`src/rtl/apb_pkg.sv`:
```
// apb_pkg: shared types and defaults for the APB initiator.
//   apb_state_e : transfer FSM states (IDLE, SETUP, ACCESS, RESP)
//   ADDR_W_DEF  : default address width
//   DATA_W_DEF  : default data width
//   WDOG_W      : width of the ACCESS wait counter
//   apb_rsp_t   : response record {rdata, slverr, timeout}, also used by
//                 bench-side monitors
package apb_pkg;

   typedef enum logic [1:0] {
      IDLE   = 2'd0,
      SETUP  = 2'd1,
      ACCESS = 2'd2,
      RESP   = 2'd3
   } apb_state_e;

   localparam int ADDR_W_DEF = 32;
   localparam int DATA_W_DEF = 32;
   localparam int WDOG_W     = 8;

   typedef struct packed {
      logic [DATA_W_DEF-1:0] rdata;
      logic                  slverr;
      logic                  timeout;
   } apb_rsp_t;

endpackage

```
`src/rtl/apb_wdog.sv`:
```
// apb_wdog: wait-state counter for the APB ACCESS phase.
// Ports:
//   pclk, preset : clock, synchronous active-high reset
//   clear        : force the count back to 0 (takes priority over inc)
//   inc          : add one to the count
//   expired      : count equals TIMEOUT
module apb_wdog
   import apb_pkg::*;
#(
   parameter int TIMEOUT = 16
) (
   input  logic pclk,
   input  logic preset,
   input  logic clear,
   input  logic inc,
   output logic expired
);

   logic [WDOG_W-1:0] cnt;

   always_ff @(posedge pclk) begin
      if (preset || clear) begin
         cnt <= '0;
      end else if (inc) begin
         cnt <= cnt + 1'b1;
      end
   end

   assign expired = (cnt == WDOG_W'(TIMEOUT));

endmodule

```
`src/rtl/apb_master.sv`:
```
// apb_master: single-outstanding APB initiator. Turns a valid/ready command
// stream into APB SETUP/ACCESS transfers and returns a registered response.
// A watchdog aborts a transfer whose pready never arrives.
// Ports:
//   pclk, preset                     : clock, synchronous active-high reset
//   cmd_valid/cmd_ready              : command handshake
//   cmd_write, cmd_addr, cmd_wdata   : command payload
//   rsp_valid/rsp_ready              : response handshake
//   rsp_rdata, rsp_slverr, rsp_timeout : response payload
//   psel, penable, pwrite, paddr, pwdata : APB request (all registered)
//   prdata, pready, pslverr          : APB completion inputs
//
// Handshake rule for both streams: a beat transfers on a rising edge where
// valid and ready are both high. cmd_ready is decoded from state only and
// never looks at cmd_valid; rsp_valid stays high with a stable payload until
// rsp_ready is seen, and rsp_ready is ignored while no response is held.
module apb_master
   import apb_pkg::*;
#(
   parameter int ADDR_W  = ADDR_W_DEF,
   parameter int DATA_W  = DATA_W_DEF,
   parameter int TIMEOUT = 16
) (
   input  logic              pclk,
   input  logic              preset,
   input  logic              cmd_valid,
   output logic              cmd_ready,
   input  logic              cmd_write,
   input  logic [ADDR_W-1:0] cmd_addr,
   input  logic [DATA_W-1:0] cmd_wdata,
   output logic              rsp_valid,
   input  logic              rsp_ready,
   output logic [DATA_W-1:0] rsp_rdata,
   output logic              rsp_slverr,
   output logic              rsp_timeout,
   output logic              psel,
   output logic              penable,
   output logic              pwrite,
   output logic [ADDR_W-1:0] paddr,
   output logic [DATA_W-1:0] pwdata,
   input  logic [DATA_W-1:0] prdata,
   input  logic              pready,
   input  logic              pslverr
);

   apb_state_e state;
   logic       wd_clear;
   logic       wd_inc;
   logic       wd_expired;

   // Counter is zeroed during SETUP so it reads 0 on the first ACCESS cycle.
   // It stops at TIMEOUT; the abort happens in that same cycle.
   assign wd_clear = (state == SETUP);
   assign wd_inc   = (state == ACCESS) && !pready && !wd_expired;

   apb_wdog #(
      .TIMEOUT (TIMEOUT)
   ) u_wdog (
      .pclk    (pclk),
      .preset  (preset),
      .clear   (wd_clear),
      .inc     (wd_inc),
      .expired (wd_expired)
   );

   assign cmd_ready = (state == IDLE);

   always_ff @(posedge pclk) begin
      if (preset) begin
         state       <= IDLE;
         psel        <= 1'b0;
         penable     <= 1'b0;
         pwrite      <= 1'b0;
         paddr       <= '0;
         pwdata      <= '0;
         rsp_valid   <= 1'b0;
         rsp_rdata   <= '0;
         rsp_slverr  <= 1'b0;
         rsp_timeout <= 1'b0;
      end else begin
         case (state)
            IDLE: begin
               if (cmd_valid) begin
                  state   <= SETUP;
                  psel    <= 1'b1;
                  penable <= 1'b0;
                  pwrite  <= cmd_write;
                  paddr   <= cmd_addr;
                  pwdata  <= cmd_wdata;
               end
            end
            SETUP: begin
               state   <= ACCESS;
               penable <= 1'b1;
            end
            ACCESS: begin
               // A real completion wins over an expiry in the same cycle.
               if (pready) begin
                  state       <= RESP;
                  psel        <= 1'b0;
                  penable     <= 1'b0;
                  rsp_valid   <= 1'b1;
                  rsp_rdata   <= pwrite ? '0 : prdata;
                  rsp_slverr  <= pslverr;
                  rsp_timeout <= 1'b0;
               end else if (wd_expired) begin
                  state       <= RESP;
                  psel        <= 1'b0;
                  penable     <= 1'b0;
                  rsp_valid   <= 1'b1;
                  rsp_rdata   <= '0;
                  rsp_slverr  <= 1'b1;
                  rsp_timeout <= 1'b1;
               end
            end
            RESP: begin
               if (rsp_ready) begin
                  state     <= IDLE;
                  rsp_valid <= 1'b0;
               end
            end
            default: begin
               state <= IDLE;
            end
         endcase
      end
   end

endmodule
```
`config.mk`:
```
export PLATFORM = sky130hd
export DESIGN_NAME = apb_master
export DESIGN_NICKNAME = d
export VERILOG_FILES = /design/src/rtl/apb_pkg.sv /design/src/rtl/apb_wdog.sv /design/src/rtl/apb_master.sv
export SDC_FILE = /design/constraint.sdc
export NUM_CORES = 1
export LEC_CHECK = 0
export ABC_CLOCK_PERIOD_IN_PS = 1600
export CAP_MARGIN = 10
export CORE_MARGIN = 4
export CORE_UTILIZATION = 37
export CTS_BUF_LIST = sky130_fd_sc_hd__clkbuf_16
export DETAILED_ROUTE_END_ITERATION = 10
export GPL_TIMING_DRIVEN = 0
export PLACE_DENSITY = 0.78
export SETUP_SLACK_MARGIN = 0.3
export SLEW_MARGIN = 20
export SYNTH_ARGS = -nofsm -noshare
export SYNTH_HDL_FRONTEND = slang
export SYNTH_SLANG_ARGS = --single-unit
```
`constraint.sdc`:
```
create_clock -name pclk -period 1.6 [get_ports pclk]
set_clock_uncertainty 0.15 [all_clocks]
set_input_delay 0.16 -clock pclk [delete_from_list [all_inputs] [get_ports pclk]]
set_output_delay 0.16 -clock pclk [all_outputs]
set_load 0.05 [all_outputs]
```
# --- Yosys cells after proc, flatten, opt, wreduce, memory -nomap -nowiden ---
# Cells that the tools add are included.
totals:
  in_bits: 103
  out_inout_bits: 103
  elab_cells: 55
  reg_bits: 112
op_classes:
  n_eq_ne: 7
  addsub: 1
  n_mux: 20
  n_reduce_logical: 16
op_table:
  columns: ["cell", "count"]
  rows:
  - ["$mux W32", 3]
  - ["$reduce_and A3 Y1", 4]
  - ["$mux W1", 9]
  - ["$add A8 B1 Y8 const B", 1]
  - ["$eq A8 B5 Y1 const B", 1]
  - ["$mux W2", 4]
  - ["$pmux W2 S4", 1]
  - ["$reduce_bool A2 Y1", 3]
  - ["$eq A2 B2 Y1 const B", 2]
  - ["$ne A2 B2 Y1 const B", 2]
  - ["$pmux W1 S2", 2]
  - ["$reduce_and A2 Y1", 2]
  - ["$ne A3 B3 Y1 const B", 1]
  - ["$pmux W1 S3", 1]
  - ["$reduce_bool A3 Y1", 1]
  - ["$eq A2 B1 Y1 const B", 1]
  - ["$logic_and A1 B1 Y1", 2]
  - ["$logic_not A1 Y1", 2]
  - ["$logic_not A2 Y1", 1]
  - ["$logic_or A1 B1 Y1", 1]

# --- Logic depth before layout (Yosys ltp) ---
# Gate-level depths: netlist of run 1.
logic_depth:
  ltp_word: 4
  ltp_mapped: 7
  mapped_depth_nobuf: 6

# --- Hierarchy ---
# From an unflattened synthesis of run 1, not the netlist that was laid out.
unflattened:
  cells_unflattened: 513
  area_unflattened_um2: 4486.8
by_module_without_submodules:
  columns: ["module", "n_inst", "cells_per_inst", "seq_area_each_um2", "area_each_um2"]
  rows:
  - ["apb_master", 1, 469, 2082.0, 4108.9]
  - ["apb_wdog", 1, 44, 160.2, 377.9]

# --- Worst setup path after synthesis of run 1 ---
# OpenSTA, ideal clock, no wires.
synth_path:
  path_kind: "flip-flop to flip-flop"
  start: "reg state[0]"
  end: "reg pwdata[10]"
  synth_period_minus_slack_ps: 2098
  required_time_ps: 1380
  stages_incl_launch_ff: 8
  path_slack_ps: -498
  t_arrival_ps: 1878
  path_buffers: 2
  cell_sequence: "dfxtp_1 -> inv_1 -> ha_1 -> and2_1 -> clkbuf_1 -> buf_1 -> nand2_1 -> a21oi_1"
synth_via:
  elab_chain_len: 2
synth_rtl:
  columns: ["element", "line", "source"]
  rows:
  - ["from (decl)", "apb_master.sv:46", "apb_state_e state;"]
  - ["from (signal assigned)", "apb_master.sv:70", "state <= IDLE;"]
  - ["from (signal assigned)", "apb_master.sv:84", "state <= SETUP;"]
  - ["from (signal assigned)", "apb_master.sv:93", "state <= ACCESS;"]
  - ["$logic_not A2 Y1", null, null]
  - ["net cmd_ready", "apb_master.sv:27", "output logic cmd_ready,"]
  - ["$reduce_and A2 Y1 (no source line)", null, null]
  - ["to (signal assigned)", "apb_master.sv:89", "pwdata <= cmd_wdata;"]
  - ["to (decl)", "apb_master.sv:40", "output logic [DATA_W-1:0] pwdata,"]
# The timed path passes the listed nets, and every way through them passes these cells.
# A chain may end at the register's enable or synchronous reset.

# --- Final worst setup path of run 1 ---
layout_path:
  start: "reg u_wdog.cnt[7]"
  end: "reg state[1]"
layout_via:
  elab_chain_len: 3
layout_rtl:
  columns: ["element", "line", "source"]
  rows:
  - ["from (decl)", "apb_wdog.sv:19", "logic [WDOG_W-1:0] cnt;"]
  - ["from (signal assigned)", "apb_wdog.sv:25", "cnt <= cnt + 1'b1;"]
  - ["$eq A8 B5 Y1", "apb_wdog.sv:29", "assign expired = (cnt == WDOG_W'(TIMEOUT));"]
  - ["$ne A3 B3 Y1 (no source line)", null, null]
  - ["$reduce_and A3 Y1 (no source line)", null, null]
# Every way passes these cells.

==> reports/metrics.cfg, run 1 <==
[timing]
setup_slack_ns=-0.1119
finalHoldViolCount=0
max_slew_margin=0.4898
setup_viol=36
fmax_mhz=584.1
timing.hold.ws_ns=0.2074
tightest_slew_ns=0.7653
slew_viol_final=0
period_share=1.070
post-route-min-period_ns=1.712
rsz0062_at_grt=yes

[detailed_routing]
detail_route.iter0.violations=174
final_antenna_net_count=0
firstDrtPassIters=4
drcViolationCount=0
wirelength_um=16510
post_drt_via_cell_ratio=4.999
wl_per_cell_um=18.21
vias=4534

[pwr]
p_seq_frac=0.270
irDropWorstVdd_mv=1.024
combinationalPowerShare=0.538
p_sw_frac=0.4005
p_leak_nw=3.864
total_power_mw=13.16
power.share.clock=0.192
power.internal_mw=7.887
power.density_nw_per_um2=1545
switching_power_mw=5.269

[global_routing]
grt_usage=0.2125
antenna_found_initial=0
overflow=0
grt_pass1_vias=4561
grt_pass1_wl_um=22470
grt_max_degree=18

[clock_network]
insertion_delay_ns=0.35
cts_hold_buf=0
cts.sinks=112
cts_tree=built
cts_root_buffer=clkbuf_16
path_clk_slew_ns=0.07
cts_max_level=3
clockBufferDepth=2
cts_buffers=9

[layout]
seqCellArea_um2=2256
design_area_um2=8516
fill_cells=759
final_core_util=0.7426
antenna_cells=0
synthToLayoutAreaGrowth_pct=95.52
multi_input_area_um2=2973
drive_gt1_frac=0.4921
layout.nets=870

[synthesis]
avgSynthCellArea_um2=8.591
ys_types=34
synthFlopType=dfxtp_1
ys_warn_count=0
synth.area.top_cells=dfxtp_1 51%, nand2_1 14%, a21oi_1 7.9%
syn_nets=618
netlist_instances=507
synthArstFlopShare=0
synth_area_um2=4355
ys_seq_elements=112
yosysSeqAreaShare=0.5148
synth_area_leader_cell=dfxtp_1
synth-edff-count=0
yosys.area.top_type_share=0.5148

[worst_setup_path]
cpPeakStageDelay_ns=0.38
start_kind=flip-flop
ff2ff_path_depth=5
end_kind=flip-flop
worstPathArrival_ns=1.83
crit_buf_inv=1
r2r_setup_slack_ns=-0.11
r2r_start=u_wdog.cnt[7]
crit_type=reg2reg
crit_fanout=8
slowest_stage=or3_4
cp.required_ns=1.72
crit_family=simple AND/OR/NAND/NOR gates
cp_cell_sequence=or3_4 -> buf_6 -> o21ai_4 -> nand4_1 -> a21oi_1
worstReg2RegEnd=state[1]

[outcome]
violations=negative setup slack
status=finished with violations

[hold_path]
hold_start=prdata[1]
hold_end=rsp_rdata[1]
min_path_type=in2reg
hold_depth=3

[placement]
place_congestion=0.8830
io_buffers=205
dpl_cell_area_um2=6780
dp_hpwl_um=9831

[die]
die_w_um=116.5
placementRows=39
io_pins=206
core_area_um2=11470
die_h_um=116.5
dieArea_um2=13570
start_util=0.3798

[run]
cap_violations=0

-- registers in the layout, summed over array words and instances (netlist names) --
signal and flops:
u_wdog.cnt 8, psel 1, rsp_slverr 1, rsp_rdata 32, paddr 32, state 2
rsp_timeout 1, pwdata 32, penable 1, pwrite 1, rsp_valid 1
-- repair_timing --
item / in CTS / in global routing
pin swaps: 78 / 56
gates cloned: 11 / 2
setup endpoints to repair: 215 / 179
gates resized for setup: 736 / 217
buffers inserted: 13 / 10
-- final cells by class --
type	count	share of cell area
Tap cell	143	0.02101
Inverter	4	0.002645
Sequential cell	112	0.2649
Timing Repair Buffer	241	0.2705
Multi-Input combinational cell	357	0.3491
Clock inverter	7	0.01308
Buffer	34	0.05231
Clock buffer	9	0.02645
-- stage by stage --
| stage | setup TNS [ns] | setup slack (ns) | cells |
|---|---|---|---|
| after global routing | -3.865 | -0.1910 | 907 |
| after floorplan | 0 | 0.01548 | 507 |
| final | -1.408 | -0.1119 | 907 |
| after detailed placement | -51.10 | -0.6792 | 855 |
| after CTS | -1.926 | -0.07432 | 895 |
| after global placement | -48.35 | -0.6595 | 855 |
-- worst min-delay path, stage by stage --
cell	delay (ns)
clkdlybuf4s50_1	0.40
nand2_1	0.05
mux2i_1	0.05
-- cell families after synthesis --
family	share of synthesized area
fa+ha+maj	0.02298
compound gates	0.1023
simple gates	0.2292
flops	0.5148
buf+inv	0.03849
xor+xnor	0.01408
mux	0.07814
-- cells in the mapped netlist, types with 2 or more instances --
cell type and n:
nand2_1 165, dfxtp_1 112, a21oi_1 69, nand2b_1 36, mux2i_1 34, clkbuf_1 26
nor2_1 12, ha_1 8, xor2_1 6, inv_1 4, nand4_1 4, buf_1 3
buf_6 3, a311oi_1 2, a31o_2 2, buf_2 2, o211ai_1 2
-- layout by cell type, fill, tap and decap left out, types with 10 or more instances in the layout --
cell,instances
a21oi_2,64
buf_2,21
buf_4,30
buf_6,17
buf_8,10
clkbuf_16,25
clkbuf_4,59
clkdlybuf4s50_1,101
dfxtp_1,105
mux2i_1,33
nand2_1,64
nand2_2,22
nand2_4,79
nand2b_1,36
nor2_1,12
-- per-layer routing --
metal,GRT usage,vias to the layer above,part of all wire
li1,-,2170,-
met1,0.2315,2144,0.37
met2,0.3783,178,0.51
met3,0.06321,42,0.079
met4,0.09745,0,0.032
met5,0,-,0
-- how the worst max path moves through the flow --
| stage | from | to | cells past startpoint |
|---|---|---|---|
| after floorplan | u_wdog.cnt[2] | rsp_rdata[0] | 6 |
| after global placement | preset | rsp_slverr | 4 |
| after detailed placement | preset | rsp_slverr | 4 |
| after CTS | u_wdog.cnt[7] | rsp_rdata[12] | 6 |
| after global routing | u_wdog.cnt[7] | state[1] | 5 |
| final | u_wdog.cnt[7] | state[1] | 5 |
-- power by group through the flow --
| stage | registers, mW | clock network [mW] | logic, mW |
|---|---|---|---|
| floorplan | 4.78 | 0 | 1.70 |
| global placement | 3.49 | 0 | 4.31 |
| detailed placement | 3.52 | 0 | 4.38 |
| CTS | 3.45 | 2.57 | 5.95 |
| global route | 3.59 | 2.70 | 7.38 |
| finish | 3.55 | 2.53 | 7.08 |
Note: power is estimated with default switching activity, not from simulation.
==> inputs of run 2 (changes only) <==
--- a/config.mk
+++ b/config.mk
@@ -7,6 +7,7 @@
 export LEC_CHECK = 0
 export ABC_CLOCK_PERIOD_IN_PS = 1600
 export CAP_MARGIN = 10
+export CORE_ASPECT_RATIO = 1.1
 export CORE_MARGIN = 4
 export CORE_UTILIZATION = 37
 export CTS_BUF_LIST = sky130_fd_sc_hd__clkbuf_16
==> run 2 against run 1 <==
Setup slack better by 0.0051 ns. Utilization down 0.82 points. Critical endpoint is now rsp_rdata[12]. Clock-buffer cell count stayed put. Critical path depth rose by 1. The run still ends with negative setup slack left. Via count is the same. Combinational power fell by 0.8%. Sequential share of layout area rose by 0.27 points. Non-clock buffer count rose by 2.
==> reports/metrics.cfg, run 2 (synthesis results as in run 1) <==
[outcome]
status=finished with violations
violations=negative setup slack

[placement]
dp_hpwl_um=9903
io_buffers=205
place_ws_ns=-0.7127
dpl_cell_area_um2=6789
place_inst=862
place_congestion=0.8290

[global_routing]
overflow=0
grt_usage=0.2208
grt_max_degree=18
grt_pass1_wl_um=24420
grt_pass1_vias=4764
antenna_found_initial=0

[timing]
setup_viol=41
post-route-min-period_ns=1.707
setup_slack_ns=-0.1069
tightest_slew_ns=0.7644
max_slew_margin=0.4904
period_share=1.067
rsz0062_at_grt=yes
slew_viol_final=0
fmax_mhz=585.9
finalHoldViolCount=0

[layout]
antenna_cells=0
largestRegisters=paddr x32, pwdata x32, rsp_rdata x32
final_core_util=0.7344
layout.nets=872
design_area_um2=8439
final_common_cell=dfxtp_1
stdcell_count=916
final_cell_mix=105 x dfxtp_1, 101 x clkdlybuf4s50_1, 78 x nand2_4
fill_cells=745
drive_gt1_frac=0.5039
synthToLayoutAreaGrowth_pct=93.77

[clock_network]
cts_buffers=9
insertion_delay_ns=0.35
cts_max_level=3
cts_root_buffer=clkbuf_16
cts_hold_buf=0
cts.sinks=112
path_clk_slew_ns=0.07
clockBufferDepth=2
cts_tree=built

[die]
placementRows=41
io_pins=206
core_area_um2=11490
die_h_um=121.8
dieArea_um2=13570
die_w_um=111.4
start_util=0.3790

[detailed_routing]
post_drt_via_cell_ratio=4.950
detail_route.iter0.violations=204
drcViolationCount=0
firstDrtPassIters=5
wirelength_um=16710
final_antenna_net_count=0
wl_per_cell_um=18.24
vias=4534

[worst_setup_path]
crit_family=simple AND/OR/NAND/NOR gates
end_kind=flip-flop
cpPeakStageDelay_ns=0.37
start_kind=flip-flop
cp_cell_sequence=or3_4 -> buf_6 -> o21bai_4 -> nand2_4 -> buf_12 -> mux2i_1
crit_type=reg2reg
slowest_stage=or3_4
worstPathArrival_ns=1.79
crit_fanout=10
cp.required_ns=1.69
crit_buf_inv=2

[hold_path]
min_path_type=in2reg

[pwr]
power.density_nw_per_um2=1492
irDropWorstVdd_mv=0.8405
p_leak_nw=3.848
total_power_mw=12.59

[run]
cap_violations=0

==> run 2: final cells by class <==
cell class / count / area, µm² / area share
multi-input cells: 357 / 2993 / 0.3546
flip-flops and latches: 112 / 2258 / 0.2676
well taps: 150 / 187.7 / 0.02224
clock buffers: 9 / 225.2 / 0.02669
inverters: 4 / 22.52 / 0.002669
plain buffers: 34 / 473.0 / 0.05604
repair buffers: 243 / 2245 / 0.2660
clock inverters: 7 / 35.03 / 0.004151
==> run 2: worst paths after layout <==
path	cells past startpoint	to	from	slack [ns]
worst max-delay path	6	rsp_rdata[12]	u_wdog.cnt[2]	-0.11
worst min-delay path	3	rsp_rdata[25]	prdata[25]	0.21
worst max register to register	6	rsp_rdata[12]	u_wdog.cnt[2]	-0.11
worst min register to register	2	paddr[26]	paddr[26]	0.31
==> run 2: worst register-to-register path: cells and delay by family (launching register included) <==
family,cells,cell delay [ns]
buf+inv,2,0.31
flops,1,0.35
simple gates,2,0.49
mux,1,0.12
compound gates,1,0.17
==> run 2: layer usage <==
metal	wire length (µm)	global-route usage	vias up
met5	0	0	-
met4	266	0.06692	0
met3	1221	0.06508	25
met2	8743	0.4038	186
met1	6480	0.2487	2169
li1	-	-	2154
==> run 2: metrics by stage <==
step | hold slack [ns] | TNS [ns]
after floorplan | 0.1056 | 0
after global placement | 0.2905 | -47.35
after detailed placement | 0.2985 | -53.98
after CTS | 0.2058 | -2.098
after global routing | 0.2008 | -6.271
final | 0.2086 | -3.582
==> run 2: repair_timing <==
item,CTS,global route
resized for setup,759,187
pin swaps,93,44
endpoints found under the setup margin,215,163
cloned,10,3
buffers inserted,17,8
==> run 2: where the power goes <==
part / internal, mW / switching [mW] / total [mW]
logic: 3.08 / 3.94 / 7.02
clock network: 1.03 / 0.994 / 2.03
registers: 3.21 / 0.335 / 3.55
